File: config.mk
export PLATFORM = sky130hd
export DESIGN_NAME = mips_multicycle_ctrl_flat
export DESIGN_NICKNAME = d
export VERILOG_FILES = /design/src/rtl/mips_multicycle_ctrl_if.sv /design/src/rtl/mips_multicycle_ctrl.sv /design/src/flat_wrapper.sv
export SDC_FILE = /design/constraint.sdc
export NUM_CORES = 1
export LEC_CHECK = 0
export CORE_MARGIN = 8
export CORE_UTILIZATION = 40
export DETAILED_ROUTE_END_ITERATION = 6
export GPL_TIMING_DRIVEN = 0
export PLACE_DENSITY = 0.81
export SLEW_MARGIN = 20
export SYNTH_ARGS = -nofsm -noshare
export SYNTH_HDL_FRONTEND = slang
export SYNTH_SLANG_ARGS = --single-unit
File: constraint.sdc
create_clock -name i_clk -period 3.9 [get_ports i_clk]
set_clock_uncertainty 0.2 [all_clocks]
set_input_delay 0.39 -clock i_clk [delete_from_list [all_inputs] [get_ports i_clk]]
set_output_delay 0.39 -clock i_clk [all_outputs]
set_load 0.005 [all_outputs]
File: src/rtl/mips_multicycle_ctrl_if.sv
// Control/status bundle between the multicycle MIPS datapath and its control FSM.
// master: datapath side (drives IR fields, ALU zero flag, memory ready)
// slave : controller side (drives mux selects, write enables, debug state)
interface mips_multicycle_ctrl_if;
  logic [5:0] i_op;
  logic [5:0] i_funct;
  logic       i_zero;
  logic       i_mem_ready;
  logic       o_iord;
  logic       o_mem_req;
  logic       o_mem_write;
  logic       o_ir_write;
  logic       o_reg_dst;
  logic       o_mem_to_reg;
  logic       o_reg_write;
  logic       o_alu_src_a;
  logic [1:0] o_alu_src_b;
  logic [2:0] o_alu_control;
  logic [1:0] o_pc_src;
  logic       o_pc_en;
  logic [3:0] o_state;
  logic       o_retire;
  logic       o_illegal;

  modport master (
    output i_op, i_funct, i_zero, i_mem_ready,
    input  o_iord, o_mem_req, o_mem_write, o_ir_write, o_reg_dst, o_mem_to_reg,
           o_reg_write, o_alu_src_a, o_alu_src_b, o_alu_control, o_pc_src,
           o_pc_en, o_state, o_retire, o_illegal
  );

  modport slave (
    input  i_op, i_funct, i_zero, i_mem_ready,
    output o_iord, o_mem_req, o_mem_write, o_ir_write, o_reg_dst, o_mem_to_reg,
           o_reg_write, o_alu_src_a, o_alu_src_b, o_alu_control, o_pc_src,
           o_pc_en, o_state, o_retire, o_illegal
  );
endinterface

File: src/rtl/mips_multicycle_ctrl.sv
// Control FSM for a multicycle MIPS datapath (lw, sw, beq, addi, j, add/sub/and/or/slt).
// Ports: i_clk (rising edge), i_rst (async, active-high), bus (slave modport):
//   inputs  : IR opcode/funct, ALU zero flag, memory ready handshake
//   outputs : datapath mux selects, write enables, debug state, retire/illegal pulses
// Only the state register is a flop; outputs decode the current state, with the
// PC/IR/memory write enables and retire qualified by zero/ready where needed.
module mips_multicycle_ctrl (
  input  logic                  i_clk,
  input  logic                  i_rst,
  mips_multicycle_ctrl_if.slave bus
);

  typedef enum logic [3:0] {
    S_FETCH    = 4'd0,
    S_DECODE   = 4'd1,
    S_MEMADR   = 4'd2,
    S_MEMREAD  = 4'd3,
    S_MEMWB    = 4'd4,
    S_MEMWRITE = 4'd5,
    S_EXECUTE  = 4'd6,
    S_ALUWB    = 4'd7,
    S_BRANCH   = 4'd8,
    S_ADDIEX   = 4'd9,
    S_ADDIWB   = 4'd10,
    S_JUMP     = 4'd11
  } state_t;

  localparam logic [5:0] OP_LW   = 6'b100011;
  localparam logic [5:0] OP_SW   = 6'b101011;
  localparam logic [5:0] OP_R    = 6'b000000;
  localparam logic [5:0] OP_BEQ  = 6'b000100;
  localparam logic [5:0] OP_ADDI = 6'b001000;
  localparam logic [5:0] OP_J    = 6'b000010;

  state_t     state_q, state_d;
  logic       funct_ok;
  logic [2:0] r_alu;

  always_ff @(posedge i_clk or posedge i_rst) begin
    if (i_rst) state_q <= S_FETCH;
    else       state_q <= state_d;
  end

  // R-type funct decode, shared by DECODE (legality) and EXECUTE (ALU op)
  always_comb begin
    funct_ok = 1'b1;
    r_alu    = 3'b010;
    case (bus.i_funct)
      6'b100000: r_alu = 3'b010;
      6'b100010: r_alu = 3'b110;
      6'b100100: r_alu = 3'b000;
      6'b100101: r_alu = 3'b001;
      6'b101010: r_alu = 3'b111;
      default:   funct_ok = 1'b0;
    endcase
  end

  always_comb begin
    state_d           = S_FETCH;
    bus.o_iord        = 1'b0;
    bus.o_mem_req     = 1'b0;
    bus.o_mem_write   = 1'b0;
    bus.o_ir_write    = 1'b0;
    bus.o_reg_dst     = 1'b0;
    bus.o_mem_to_reg  = 1'b0;
    bus.o_reg_write   = 1'b0;
    bus.o_alu_src_a   = 1'b0;
    bus.o_alu_src_b   = 2'b00;
    bus.o_alu_control = 3'b000;
    bus.o_pc_src      = 2'b00;
    bus.o_pc_en       = 1'b0;
    bus.o_retire      = 1'b0;
    bus.o_illegal     = 1'b0;
    case (state_q)
      S_FETCH: begin
        bus.o_mem_req     = 1'b1;
        bus.o_alu_src_b   = 2'b01;
        bus.o_alu_control = 3'b010;
        bus.o_ir_write    = bus.i_mem_ready;
        bus.o_pc_en       = bus.i_mem_ready;
        state_d           = bus.i_mem_ready ? S_DECODE : S_FETCH;
      end
      S_DECODE: begin
        // PC + (signImm<<2) parked in ALUOut for a possible branch
        bus.o_alu_src_b   = 2'b11;
        bus.o_alu_control = 3'b010;
        case (bus.i_op)
          OP_LW, OP_SW: state_d = S_MEMADR;
          OP_R: begin
            state_d       = funct_ok ? S_EXECUTE : S_FETCH;
            bus.o_illegal = !funct_ok;
          end
          OP_BEQ:  state_d = S_BRANCH;
          OP_ADDI: state_d = S_ADDIEX;
          OP_J:    state_d = S_JUMP;
          default: bus.o_illegal = 1'b1;
        endcase
      end
      S_MEMADR: begin
        bus.o_alu_src_a   = 1'b1;
        bus.o_alu_src_b   = 2'b10;
        bus.o_alu_control = 3'b010;
        state_d           = (bus.i_op == OP_LW) ? S_MEMREAD : S_MEMWRITE;
      end
      S_MEMREAD: begin
        bus.o_iord    = 1'b1;
        bus.o_mem_req = 1'b1;
        state_d       = bus.i_mem_ready ? S_MEMWB : S_MEMREAD;
      end
      S_MEMWB: begin
        bus.o_mem_to_reg = 1'b1;
        bus.o_reg_write  = 1'b1;
        bus.o_retire     = 1'b1;
      end
      S_MEMWRITE: begin
        bus.o_iord      = 1'b1;
        bus.o_mem_req   = 1'b1;
        bus.o_mem_write = 1'b1;
        bus.o_retire    = bus.i_mem_ready;
        state_d         = bus.i_mem_ready ? S_FETCH : S_MEMWRITE;
      end
      S_EXECUTE: begin
        bus.o_alu_src_a   = 1'b1;
        bus.o_alu_control = r_alu;
        state_d           = S_ALUWB;
      end
      S_ALUWB: begin
        bus.o_reg_dst   = 1'b1;
        bus.o_reg_write = 1'b1;
        bus.o_retire    = 1'b1;
      end
      S_BRANCH: begin
        bus.o_alu_src_a   = 1'b1;
        bus.o_alu_control = 3'b110;
        bus.o_pc_src      = 2'b01;
        bus.o_pc_en       = bus.i_zero;
        bus.o_retire      = 1'b1;
      end
      S_ADDIEX: begin
        bus.o_alu_src_a   = 1'b1;
        bus.o_alu_src_b   = 2'b10;
        bus.o_alu_control = 3'b010;
        state_d           = S_ADDIWB;
      end
      S_ADDIWB: begin
        bus.o_reg_write = 1'b1;
        bus.o_retire    = 1'b1;
      end
      S_JUMP: begin
        bus.o_pc_src = 2'b10;
        bus.o_pc_en  = 1'b1;
        bus.o_retire = 1'b1;
      end
      default: state_d = S_FETCH;
    endcase
    // Reset gates every side effect; selects already read as FETCH
    if (i_rst) begin
      bus.o_pc_en     = 1'b0;
      bus.o_ir_write  = 1'b0;
      bus.o_mem_write = 1'b0;
      bus.o_reg_write = 1'b0;
      bus.o_mem_req   = 1'b0;
      bus.o_retire    = 1'b0;
      bus.o_illegal   = 1'b0;
    end
  end

  assign bus.o_state = state_q;

endmodule

File: src/flat_wrapper.sv
// flat-port wrapper written by rule: the top's interface ports become plain ports
module mips_multicycle_ctrl_flat 
  (i_clk, i_rst, bus_i_op, bus_i_funct, bus_i_zero, bus_i_mem_ready, bus_o_iord, bus_o_mem_req, bus_o_mem_write, bus_o_ir_write, bus_o_reg_dst, bus_o_mem_to_reg, bus_o_reg_write, bus_o_alu_src_a, bus_o_alu_src_b, bus_o_alu_control, bus_o_pc_src, bus_o_pc_en, bus_o_state, bus_o_retire, bus_o_illegal);
  mips_multicycle_ctrl_if bus_i ();
  input  logic i_clk;
  input  logic i_rst;
  input wire logic [$bits(bus_i.i_op)-1:0] bus_i_op;
  input wire logic [$bits(bus_i.i_funct)-1:0] bus_i_funct;
  input wire logic [$bits(bus_i.i_zero)-1:0] bus_i_zero;
  input wire logic [$bits(bus_i.i_mem_ready)-1:0] bus_i_mem_ready;
  output wire logic [$bits(bus_i.o_iord)-1:0] bus_o_iord;
  output wire logic [$bits(bus_i.o_mem_req)-1:0] bus_o_mem_req;
  output wire logic [$bits(bus_i.o_mem_write)-1:0] bus_o_mem_write;
  output wire logic [$bits(bus_i.o_ir_write)-1:0] bus_o_ir_write;
  output wire logic [$bits(bus_i.o_reg_dst)-1:0] bus_o_reg_dst;
  output wire logic [$bits(bus_i.o_mem_to_reg)-1:0] bus_o_mem_to_reg;
  output wire logic [$bits(bus_i.o_reg_write)-1:0] bus_o_reg_write;
  output wire logic [$bits(bus_i.o_alu_src_a)-1:0] bus_o_alu_src_a;
  output wire logic [$bits(bus_i.o_alu_src_b)-1:0] bus_o_alu_src_b;
  output wire logic [$bits(bus_i.o_alu_control)-1:0] bus_o_alu_control;
  output wire logic [$bits(bus_i.o_pc_src)-1:0] bus_o_pc_src;
  output wire logic [$bits(bus_i.o_pc_en)-1:0] bus_o_pc_en;
  output wire logic [$bits(bus_i.o_state)-1:0] bus_o_state;
  output wire logic [$bits(bus_i.o_retire)-1:0] bus_o_retire;
  output wire logic [$bits(bus_i.o_illegal)-1:0] bus_o_illegal;
  assign bus_i.i_op = bus_i_op;
  assign bus_i.i_funct = bus_i_funct;
  assign bus_i.i_zero = bus_i_zero;
  assign bus_i.i_mem_ready = bus_i_mem_ready;
  assign bus_o_iord = bus_i.o_iord;
  assign bus_o_mem_req = bus_i.o_mem_req;
  assign bus_o_mem_write = bus_i.o_mem_write;
  assign bus_o_ir_write = bus_i.o_ir_write;
  assign bus_o_reg_dst = bus_i.o_reg_dst;
  assign bus_o_mem_to_reg = bus_i.o_mem_to_reg;
  assign bus_o_reg_write = bus_i.o_reg_write;
  assign bus_o_alu_src_a = bus_i.o_alu_src_a;
  assign bus_o_alu_src_b = bus_i.o_alu_src_b;
  assign bus_o_alu_control = bus_i.o_alu_control;
  assign bus_o_pc_src = bus_i.o_pc_src;
  assign bus_o_pc_en = bus_i.o_pc_en;
  assign bus_o_state = bus_i.o_state;
  assign bus_o_retire = bus_i.o_retire;
  assign bus_o_illegal = bus_i.o_illegal;
  mips_multicycle_ctrl u_core (.i_clk(i_clk), .i_rst(i_rst), .bus(bus_i));
endmodule
==> results.sh <==
export IMPL_nNetsFinal=159
export IMPL_synth_seq_cells=4
export IMPL_mappedNetlistArea_sq_um=664
export IMPL_highest_signal_layer="met4"
export IMPL_cts_tree="done"
export IMPL_port_buffers=36
export IMPL_endpoint_class_of_the_critical_path="output pin"
export IMPL_max_reg_flops=4
export IMPL_grt_pass1_wl_um=3950
export IMPL_ys_types=34
export IMPL_crit_buf_inv=2
export IMPL_final_min_clock_period_ps=3010
export IMPL_synth_enable_flop_cells=0
export IMPL_post_cts_setup_buffer_count=0
export IMPL_max_vdd_ir_drop_mv=0.130
export IMPL_floorplan_initialDensity=0.436
export IMPL_max_freq_mhz=332
export IMPL_cts_max_level=1
export IMPL_fp_dieW_um=56.8
export IMPL_tightestPinTransition_ps=451
export IMPL_detailroute_wirelength_met3_um=139
export IMPL_share_of_the_yosys_chip_area_belonging_to_registers=0.151
export IMPL_finalHoldViolations=0
export IMPL_setup_tns_final_ps=0
export IMPL_vias_per_cell=5.82
export IMPL_path_class="primary input to output pin"
export IMPL_cell_seen_most_often_among_critical_path_stages="clkdlybuf4s50_1"
export IMPL_slew_headroom=0.700
export IMPL_finish_utilization=0.700
export IMPL_timing_critical_path_arrival_ps=2420
export IMPL_worst_endpoint_required_ps=3310
export IMPL_design_die_area_sq_um=3220
export IMPL_drt_drc_violations_left=0
export IMPL_clk_root_buffer_cell="clkbuf_4"
export IMPL_setup_worst_path_start_class="primary input"
export IMPL_dpl_cell_area_sq_um=1040
export IMPL_setup_viol_count_final=0
export IMPL_gr_total_overflow=0
export IMPL_area_growth_pct=60.6
export IMPL_mean_instance_size_in_the_synthesized_netlist_sq_um=6.51
export IMPL_ctsHoldBuffers=0
export IMPL_critical_path_s_slowest_cell="clkdlybuf4s50_1"
export IMPL_replace_congestion=0.833
export IMPL_detail_route_wl_per_cell_um=15.0
export IMPL_rsz0062_at_grt="false"
export IMPL_dr_total_vias=914
export IMPL_fp_row_count=14
export IMPL_final_design_area_no_fill_sq_um=1070
export IMPL_critical_path_top_delay_family="buffers and inverters"
export IMPL_cts_repair_resize_count=0
export IMPL_syn_nets=118
export IMPL_cts_inserted_buffers=3
export IMPL_final_number_of_max_transition_violations=0
export IMPL_holdCritPathClass="primary input to async pin"
export IMPL_tritoncts_num_sinks=4
export IMPL_clk_pin_slew_ps=40
export IMPL_async_flop_share=1.00
export IMPL_timing_final_crit_share=0.772
export IMPL_worstPathCellList="clkdlybuf4s50_1, or3_1, nor4_1, nand2b_1, a31oi_1, clkdlybuf4s50_1"
export IMPL_drtPass1Iterations=4
export IMPL_pin_count_of_the_biggest_net_entering_global_routing=11
export IMPL_clk_latency_ps=240
export IMPL_drt_total_wl_um=2350
export IMPL_proportion_of_layout_cells_with_a_drive_suffix_above_1=0.0780
export IMPL_cts_root_to_sink_buffers=2
export IMPL_floorplan_core_area_sq_um=1520
export IMPL_antenna_found_initial=0
export IMPL_critical_path_max_stage_delay_ps=530
export IMPL_power_density_cell_area_nw_per_um2=264
export IMPL_hpwlAfterDp_um=1860
export IMPL_outcome="completed"
export IMPL_fillers=148
export IMPL_yosys_warnings=0
export IMPL_chipHeight_um=56.8
export IMPL_grt_use_total=0.144
export IMPL_met2WireLength_um=1140
export IMPL_detail_route_antenna_nets=0
export IMPL_grt_pass1_vias=884
export IMPL_top_level_ports=38
export IMPL_met1Wirelength_um=1020
export IMPL_worstPathMaxFanout=7
export IMPL_drv_cap=0
export IMPL_synth_flop_cell="dfrtp_1"
export IMPL_leakage_nw=0.406
export IMPL_detailedRoute_firstIterationViolations=32
export IMPL_antenna_diode_count=0
export IMPL_synth_cells=102
## Yosys cell counts (2+ instances only)
cell type / number / share of area
clkbuf_1: 4 / 0.023
nand3_1: 4 / 0.030
nand2_1: 5 / 0.028
dfrtp_1: 4 / 0.15
buf_2: 2 / 0.015
or2_2: 2 / 0.019
nand2b_1: 7 / 0.066
xor2_1: 2 / 0.026
a21oi_1: 5 / 0.038
nor2b_1: 5 / 0.047
o21ai_0: 5 / 0.038
nor2_1: 11 / 0.062
o211ai_1: 2 / 0.023
a22oi_1: 2 / 0.023
nand4_1: 2 / 0.019
a31oi_1: 2 / 0.019
inv_1: 8 / 0.045
and3_1: 2 / 0.019
nor3_1: 9 / 0.068
or3_1: 3 / 0.028
a211oi_1: 3 / 0.034
## per-layer routing
metal | vias up | track usage
met5 | - | 0
met4 | 0 | 0.0772
met1 | 412 | 0.174
met2 | 47 | 0.232
li1 | 451 | -
met3 | 4 | 0.0292
## worst paths after layout
kind	start	slack, ps	to	cells past startpoint
max	bus_i_op[3]	890	bus_o_illegal	6
min	i_rst	330	u_core.bus.o_state[0]	2
max reg2reg	u_core.bus.o_state[2]	2210	u_core.bus.o_state[0]	4
min reg2reg	u_core.bus.o_state[3]	440	u_core.bus.o_state[3]	2
max in group asynchronous	i_rst	2980	u_core.bus.o_state[2]	2
min in group i_clk	bus_i_op[1]	420	u_core.bus.o_state[1]	3
## layout by cell type, fill, tap and decap left out, types with 3 or more instances in the layout
cell type / n
clkbuf_4: 3
a211oi_1: 3
dfrtp_1: 4
nand2_1: 5
or3_1: 3
nor3_1: 9
clkdlybuf4s50_1: 36
nand3_1: 4
nor2_1: 11
inv_1: 8
clkbuf_1: 4
o21ai_0: 5
nand2b_1: 7
nor2b_1: 5
a21oi_1: 5
## power by group
group	internal [mW]	switching [mW]	total (mW)	leakage (nW)
Clock	0.0344	0.0163	0.0506	0.0138
Sequential	0.0468	0.00468	0.0515	0.0540
Combinational	0.0958	0.0842	0.180	0.338
## layout make-up
type | count | area [sq um] | share of cell area
Tap cell | 16 | 20.0 | 0.0188
Inverter | 8 | 30.0 | 0.0281
Clock buffer | 3 | 22.5 | 0.0211
Sequential cell | 4 | 100 | 0.0938
Multi-Input combinational cell | 84 | 509 | 0.477
Timing Repair Buffer | 36 | 360 | 0.338
Buffer | 6 | 25.0 | 0.0234
## cells by family (layout without fill, tap and decap cells)
group                    Yosys count  count (layout)  synth area share
AND/OR/NAND/NOR                   53              53             0.424
AO/OA/AOI/OAI                     26              26             0.271
buffers and inverters             14              53            0.0829
flip-flops                         4               4             0.151
XOR/XNOR                           3               3            0.0396
adder cells (fa/ha/maj)            1               1            0.0151
multiplexers                       1               1            0.0169
## metrics by stage
step | hold WS, ps | cells | power (mW) | setup slack (ps)
floorplan | -30.5 | 102 | 0.145 | 1980
global placement | 420 | 154 | 0.227 | 938
detailed placement | 433 | 154 | 0.232 | 924
CTS | 316 | 157 | 0.284 | 909
global route | 358 | 157 | 0.303 | 695
finish | 328 | 157 | 0.282 | 890
Note: power is estimated with default switching activity, not from simulation.
